[config.mk]
export PLATFORM = sky130hd
export DESIGN_NAME = stf_seq
export DESIGN_NICKNAME = d
export VERILOG_FILES = /design/src/rtl/stf_seq_pkg.sv /design/src/rtl/stf_seq.sv
export SDC_FILE = /design/constraint.sdc
export NUM_CORES = 1
export LEC_CHECK = 0
export ABC_AREA = 0
export CAP_MARGIN = 15
export CORE_MARGIN = 3
export CORE_UTILIZATION = 42
export CTS_CLUSTER_SIZE = 40
export DETAILED_ROUTE_END_ITERATION = 10
export MAX_ROUTING_LAYER = met4
export PLACE_DENSITY = 0.77
export SLEW_MARGIN = 20
export SYNTH_ARGS = -nofsm -noshare
export SYNTH_HDL_FRONTEND = slang
export SYNTH_SLANG_ARGS = --single-unit
export TNS_END_PERCENT = 50
[constraint.sdc]
create_clock -name clk -period 1.7 [get_ports clk]
set_input_delay 0.425 -clock clk [delete_from_list [all_inputs] [get_ports clk]]
set_output_delay 0.425 -clock clk [all_outputs]
set_load 0.05 [all_outputs]
[src/rtl/stf_seq_pkg.sv]
// Shared TX definitions for the training-field sequencers.
package stf_seq_pkg;

    localparam int STF_LEN = 16;

    // One I/Q sample, {I[15:0], Q[15:0]}, two's complement.
    typedef logic [31:0] sample_t;

    typedef enum logic [1:0] {IDLE, RUN, LAST} state_t;

    // Halve I and Q independently with an arithmetic shift (rounds toward -inf).
    function automatic sample_t halve_iq(input sample_t s);
        logic signed [15:0] i_s;
        logic signed [15:0] q_s;
        i_s = s[31:16];
        q_s = s[15:0];
        i_s = i_s >>> 1;
        q_s = q_s >>> 1;
        return {i_s, q_s};
    endfunction

endpackage

[src/rtl/stf_seq.sv]
// STF burst sequencer: walks the external 16-entry ROM NUM_REP times and
// streams the samples on a valid/ready port, optionally halving the first
// and last sample of the burst.
module stf_seq #(
    parameter int NUM_REP   = 10,
    parameter bit WINDOW_EN = 1'b1
) (
    input  logic        clk,
    input  logic        rstn,
    input  logic        start,
    input  logic        abort,
    output logic [3:0]  rom_addr,
    input  logic [31:0] rom_dout,
    output logic [31:0] out_data,
    output logic        out_valid,
    input  logic        out_ready,
    output logic        out_last,
    output logic        busy,
    output logic        done
);
    import stf_seq_pkg::*;

    localparam int             TOTAL    = NUM_REP * STF_LEN;
    localparam logic [7:0]     LAST_IDX = 8'(TOTAL - 1);

    state_t     state;
    state_t     state_nxt;
    logic [7:0] idx;
    logic       load;
    logic       finish;
    logic       clear;
    logic       at_edge;
    sample_t    win_data;

    // idx is held at 0 outside a burst, so the ROM sees address 0 while idle.
    assign rom_addr = idx[3:0];
    assign at_edge  = (idx == 8'd0) || (idx == LAST_IDX);
    assign win_data = (WINDOW_EN && at_edge) ? halve_iq(rom_dout) : rom_dout;

    // State register.
    always_ff @(posedge clk or negedge rstn) begin
        if (!rstn) state <= IDLE;
        else       state <= state_nxt;
    end

    // Next state plus the load / finish / clear strobes for the datapath.
    always_comb begin
        state_nxt = state;
        load      = 1'b0;
        finish    = 1'b0;
        clear     = 1'b0;
        if (abort) begin
            state_nxt = IDLE;
            clear     = 1'b1;
        end else begin
            case (state)
                IDLE: begin
                    // The done cycle is already IDLE; a start there is dropped.
                    if (start && !done) begin
                        load      = 1'b1;
                        state_nxt = RUN;
                    end
                end
                RUN: begin
                    // Holding register: refill when empty or being drained.
                    if (!out_valid || out_ready) begin
                        load = 1'b1;
                        if (idx == LAST_IDX) state_nxt = LAST;
                    end
                end
                LAST: begin
                    if (out_valid && out_ready) begin
                        finish    = 1'b1;
                        state_nxt = IDLE;
                    end
                end
                default: state_nxt = IDLE;
            endcase
        end
    end

    // Output register, sample index and status flags.
    always_ff @(posedge clk or negedge rstn) begin
        if (!rstn) begin
            out_data  <= '0;
            out_valid <= 1'b0;
            out_last  <= 1'b0;
            busy      <= 1'b0;
            done      <= 1'b0;
            idx       <= 8'd0;
        end else begin
            done <= finish;
            if (clear) begin
                out_valid <= 1'b0;
                out_last  <= 1'b0;
                busy      <= 1'b0;
                idx       <= 8'd0;
            end else if (load) begin
                out_data  <= win_data;
                out_valid <= 1'b1;
                out_last  <= (idx == LAST_IDX);
                busy      <= 1'b1;
                idx       <= idx + 8'd1;
            end else if (finish) begin
                out_valid <= 1'b0;
                out_last  <= 1'b0;
                busy      <= 1'b0;
                idx       <= 8'd0;
            end
        end
    end

endmodule

# Word level (Yosys, flattened, before mapping)
# Cells that the tools add are included.
# word_totals
register_bits	45
word_cells	49
inputBits	37
# op_classes
reduce_logical	11
addsub	1
n_bitwise	1
n_eq_ne	7
muxes	23
# ops
operator	n
31-bit 2-to-1 mux	1
8-bit 2-to-1 mux	3
1-bit 2-to-1 mux	12
3-bit inequality test, second input constant	4
2-bit 2-to-1 mux	5
8-bit by 1-bit adder with 8-bit output, second input constant	1
8-bit == test, second input constant	1
8-bit logical NOT	1
2-bit case mux with 3 select lines	1
4-bit AND reduction	1
3-bit nonzero test	1
2-bit by 1-bit == test with 1-bit output, second input constant	1
2-bit == test, second input constant	1
1-bit logical AND	2
1-bit logical NOT	2
2-bit logical NOT	1
1-bit logical OR	2
1-bit case mux with 2 select lines	1
2-bit AND reduction	1
1-bit NOT	1

# Depth between registers and ports, before layout
# depth
ltp_word	7
depth_mapped	7
ltp_nobuf	6

# Least setup slack after synthesis
# OpenSTA, ideal clock, no wires.
# synth_path
path_type	reg2reg
startpoint	reg busy (netlist name)
endpoint	reg idx[5]
synth_period_minus_slack_ps	1759
stages_incl_launch_ff	6
setup_time_ps	126
arrival_time_ps	1633
slack_ps	-59
path_buffers	1
t_required_ps	1574
path_cell_list	dfrtp_1 -> nand2b_1 -> a21boi_2 -> nor2_4 -> buf_6 -> a221o_1
# synth_lines
item	line_no	text
end signal, assigned	stf_seq.sv:103	idx <= idx + 8'd1;
end, declared	stf_seq.sv:28	logic [7:0] idx;

# Final worst setup path
# layout_path
startpoint	reg idx[0]
endpoint	reg out_data[21]
# layout_between
elab_chain_len	3
word_cells_on_any_way	4
# layout_rtl
item	line_no	text
8-bit == test / 8-bit logical NOT (equally long branches)	stf_seq.sv:37	assign at_edge = (idx == 8'd0) || (idx == LAST_IDX);
1-bit logical OR *	stf_seq.sv:37	
31-bit 2-to-1 mux *	stf_seq.sv:38	assign win_data = (WINDOW_EN && at_edge) ? halve_iq(rom_dout) : rom_dout;
end signal, assigned	stf_seq.sv:99	out_data <= win_data;
end, declared	stf_seq.sv:14	output logic [31:0] out_data,
# Every way passes the cells marked *; elsewhere a longest branch is shown, timed or not.
# A chain may end at the register's enable or synchronous reset.

==> impl_metrics.tcl <==
set metrics [dict create \
    crit_arrival_ns 2.02 \
    pin_count 77 \
    drive_gt1_share_pct 38.3 \
    mostFrequentLayoutCells "buf_4, dfrtp_1, clkdlybuf4s50_1" \
    cts.clk_slew.worst_paths_ns 0.09 \
    slowest_delay_ns 0.42 \
    drt-pass1-iter-count 5 \
    p_per_area_mw_per_mm2 1170 \
    failed_checks "negative setup slack" \
    portBuffers 76 \
    fin_nets 396 \
    clk_latency_ns 0.30 \
    synth_nets 296 \
    max_cap_violations 0 \
    fp.dieH_um 81.6 \
    cp-start-kind "register" \
    place_hpwl_um 5000 \
    rows 26 \
    mostFrequentLayoutCell "buf_4" \
    final_area_sq_mm 0.00385 \
    grt_usage_pct 24.1 \
    worstPathRequired_ns 1.91 \
    final.setup.tns_ns -1.49 \
    grt_pass1_wl_um 12000 \
    startpoint "idx[0]$_DFFE_PN0P_" \
    peakVddDrop_mv 0.657 \
    rsz0062_at_grt "yes" \
    worst_pin_slew_ns 0.502 \
    place_congestion 0.817 \
    clock_skew_ns 0.00680 \
    clock_path_buffers 2 \
    holdWs_ns 0.0496 \
    relSlewSlack_pct 66.5 \
    routed_wl_um 8070 \
    syn_inst 257 \
    path_buf_inv 3 \
    fin_crit_sh_pct 106 \
    cts_buffers 5 \
    async_reset_ff_share_pct 100 \
    hold_buffers 0 \
    timing.final.ws_setup_ns -0.107 \
    initial_core_util_pct 45.3 \
    hold_viol 0 \
    synth_seq_area_share_pct 46.9 \
    grt_pass1_vias 2467 \
    post-route-min-period_ns 1.81 \
    synth_ff_type "dfrtp_1" \
    grt-ovfl-total 0 \
    crit_chain "inv_2, ha_4, nor4b_4, buf_4, mux2_4, buf_12, nand3_2, a31oi_1" \
    path_delay_family "buffers and inverters" \
    diodes 0 \
    clock-sinks 45 \
    yosysUniqueCellTypes 36 \
    r2r-start "idx[0]$_DFFE_PN0P_" \
    synth_edf_count 0 \
    vias_per_cell 5.97 \
    fillers 378 \
    endpoint_kind "register" \
    synth-seq-cells 45 \
    crit_fanout 6 \
    vias 2554 \
    die-area_sq_mm 0.00666 \
    htree_num_levels 2 \
    status "complete, but fails checks" \
    slowest_stage "dfrtp_1" \
    setup_violations 36 \
    ys_warn_count 0 \
    antenna_found_initial 0 \
    tritoncts "done" \
    dr.first_iter.drc_count 207 \
    clock-root-buffer "clkbuf_8" \
    ant_nets 0 \
    slew_violations 0 \
    place_area_sq_mm 0.00339 \
    hp-class "in -> async" \
    die_x_um 81.6 \
    core_sq_mm 0.00530 \
    syn_area_per_cell_sq_um 9.35 \
    wl_per_cell_um 18.9 \
    syn2layout_area_growth_pct 60.2 \
    drc_errors 0 \
    critPathKind "reg -> reg" \
    syn-cell-area_sq_mm 0.00240 \
    leakagePower_nw 1.66 \
    grt_max_degree 24 \
    fmax_ghz 0.554 \
]
==> what timing repair did <==
item / 4_1_cts / 5_1_grt
setup buffers: 6 / 2
setup endpoints to repair: 41 / 41
pin swaps: 4 / 27
gates cloned: 2 / 4
resized for setup: 56 / 24
==> cells in the mapped netlist, drive strengths merged (3+ instances only) <==
master  number  area [sq um]
a21oi       31           155
a221o        5          50.1
a22o         3          26.3
a31oi       30           188
and2         3          18.8
and4         3          26.3
buf         15           108
clkbuf      13          48.8
dfrtp       45          1130
inv          4          15.0
mux2         4          45.0
nand2        4          15.0
nand3       33           165
nor2         5          26.3
nor2b        3          18.8
nor4         3          18.8
nor4b        3          26.3
o21ai       32           160
==> state kept, by name (all words and copies together), names as in the netlist <==
signal and cells:
busy 1, done 1, idx 8, out_data 32, out_last 1, state 2
==> per-stage QoR <==
step / power, W / util (%) / std cells / setup slack (ns)
6_report: 0.00451 / 72.6 / 428 / -0.107
5_1_grt: 0.00470 / 72.6 / 428 / -0.141
4_1_cts: 0.00438 / 69.7 / 423 / -0.0375
3_5_place_dp: 0.00349 / 63.9 / 407 / -0.445
3_3_place_gp: 0.00344 / 63.9 / 407 / -0.394
2_1_floorplan: 0.00269 / - / 257 / 0.0521
==> routing by layer <==
metal	share of wire (%)	GRT usage, %	up-vias
li1	-	-	1166
met1	40	28.7	1254
met5	0	-	-
met3	8.3	5.70	12
met2	50	41.4	122
met4	1.1	5.48	0
==> path summary, 6_finish.rpt <==
path,slack (ns),depth (start not counted),to
max in group asynchronous,1.13,2,state[0]$_DFFE_PN0P_
min reg2reg,0.52,1,out_last$_DFFE_PN0P_
min,0.05,1,out_data[27]$_DFFE_PN0P_
min in group clk,0.52,1,out_last$_DFFE_PN0P_
max reg2reg,-0.11,8,out_data[21]$_DFFE_PN0P_
max,-0.11,8,out_data[21]$_DFFE_PN0P_
==> logic make-up (layout without fill, tap and decap cells) <==
group	Yosys count	count (layout)	share of synthesized area, %
multiplexers	5	5	2.29
buffers and inverters	32	133	7.14
XOR/XNOR	1	1	0.365
adder cells (fa/ha/maj)	2	2	1.04
AND/OR/NAND/NOR	65	65	15.3
flip-flops	45	45	46.9
AO/OA/AOI/OAI	107	107	27.0
==> where the power goes <==
| group | internal (W) | total, W | switching, W | leakage [nW] |
|---|---|---|---|---|
| registers | 0.00128 | 0.00145 | 0.000165 | 0.531 |
| logic | 0.000930 | 0.00236 | 0.00143 | 1.08 |
| clock network | 0.000331 | 0.000701 | 0.000371 | 0.0445 |
| total | 0.00255 | 0.00451 | 0.00196 | 1.66 |
==> cell type report <==
class	count	area [sq um]	area share (%)
Multi-Input combinational cell	180	1300	33.8
Clock inverter	1	7.51	0.195
Inverter	4	15.0	0.390
Tap cell	70	87.6	2.28
Clock buffer	7	86.3	2.24
Timing Repair Buffer	121	1220	31.8
Sequential cell	45	1130	29.3
Power figures use the tool's default switching activity.
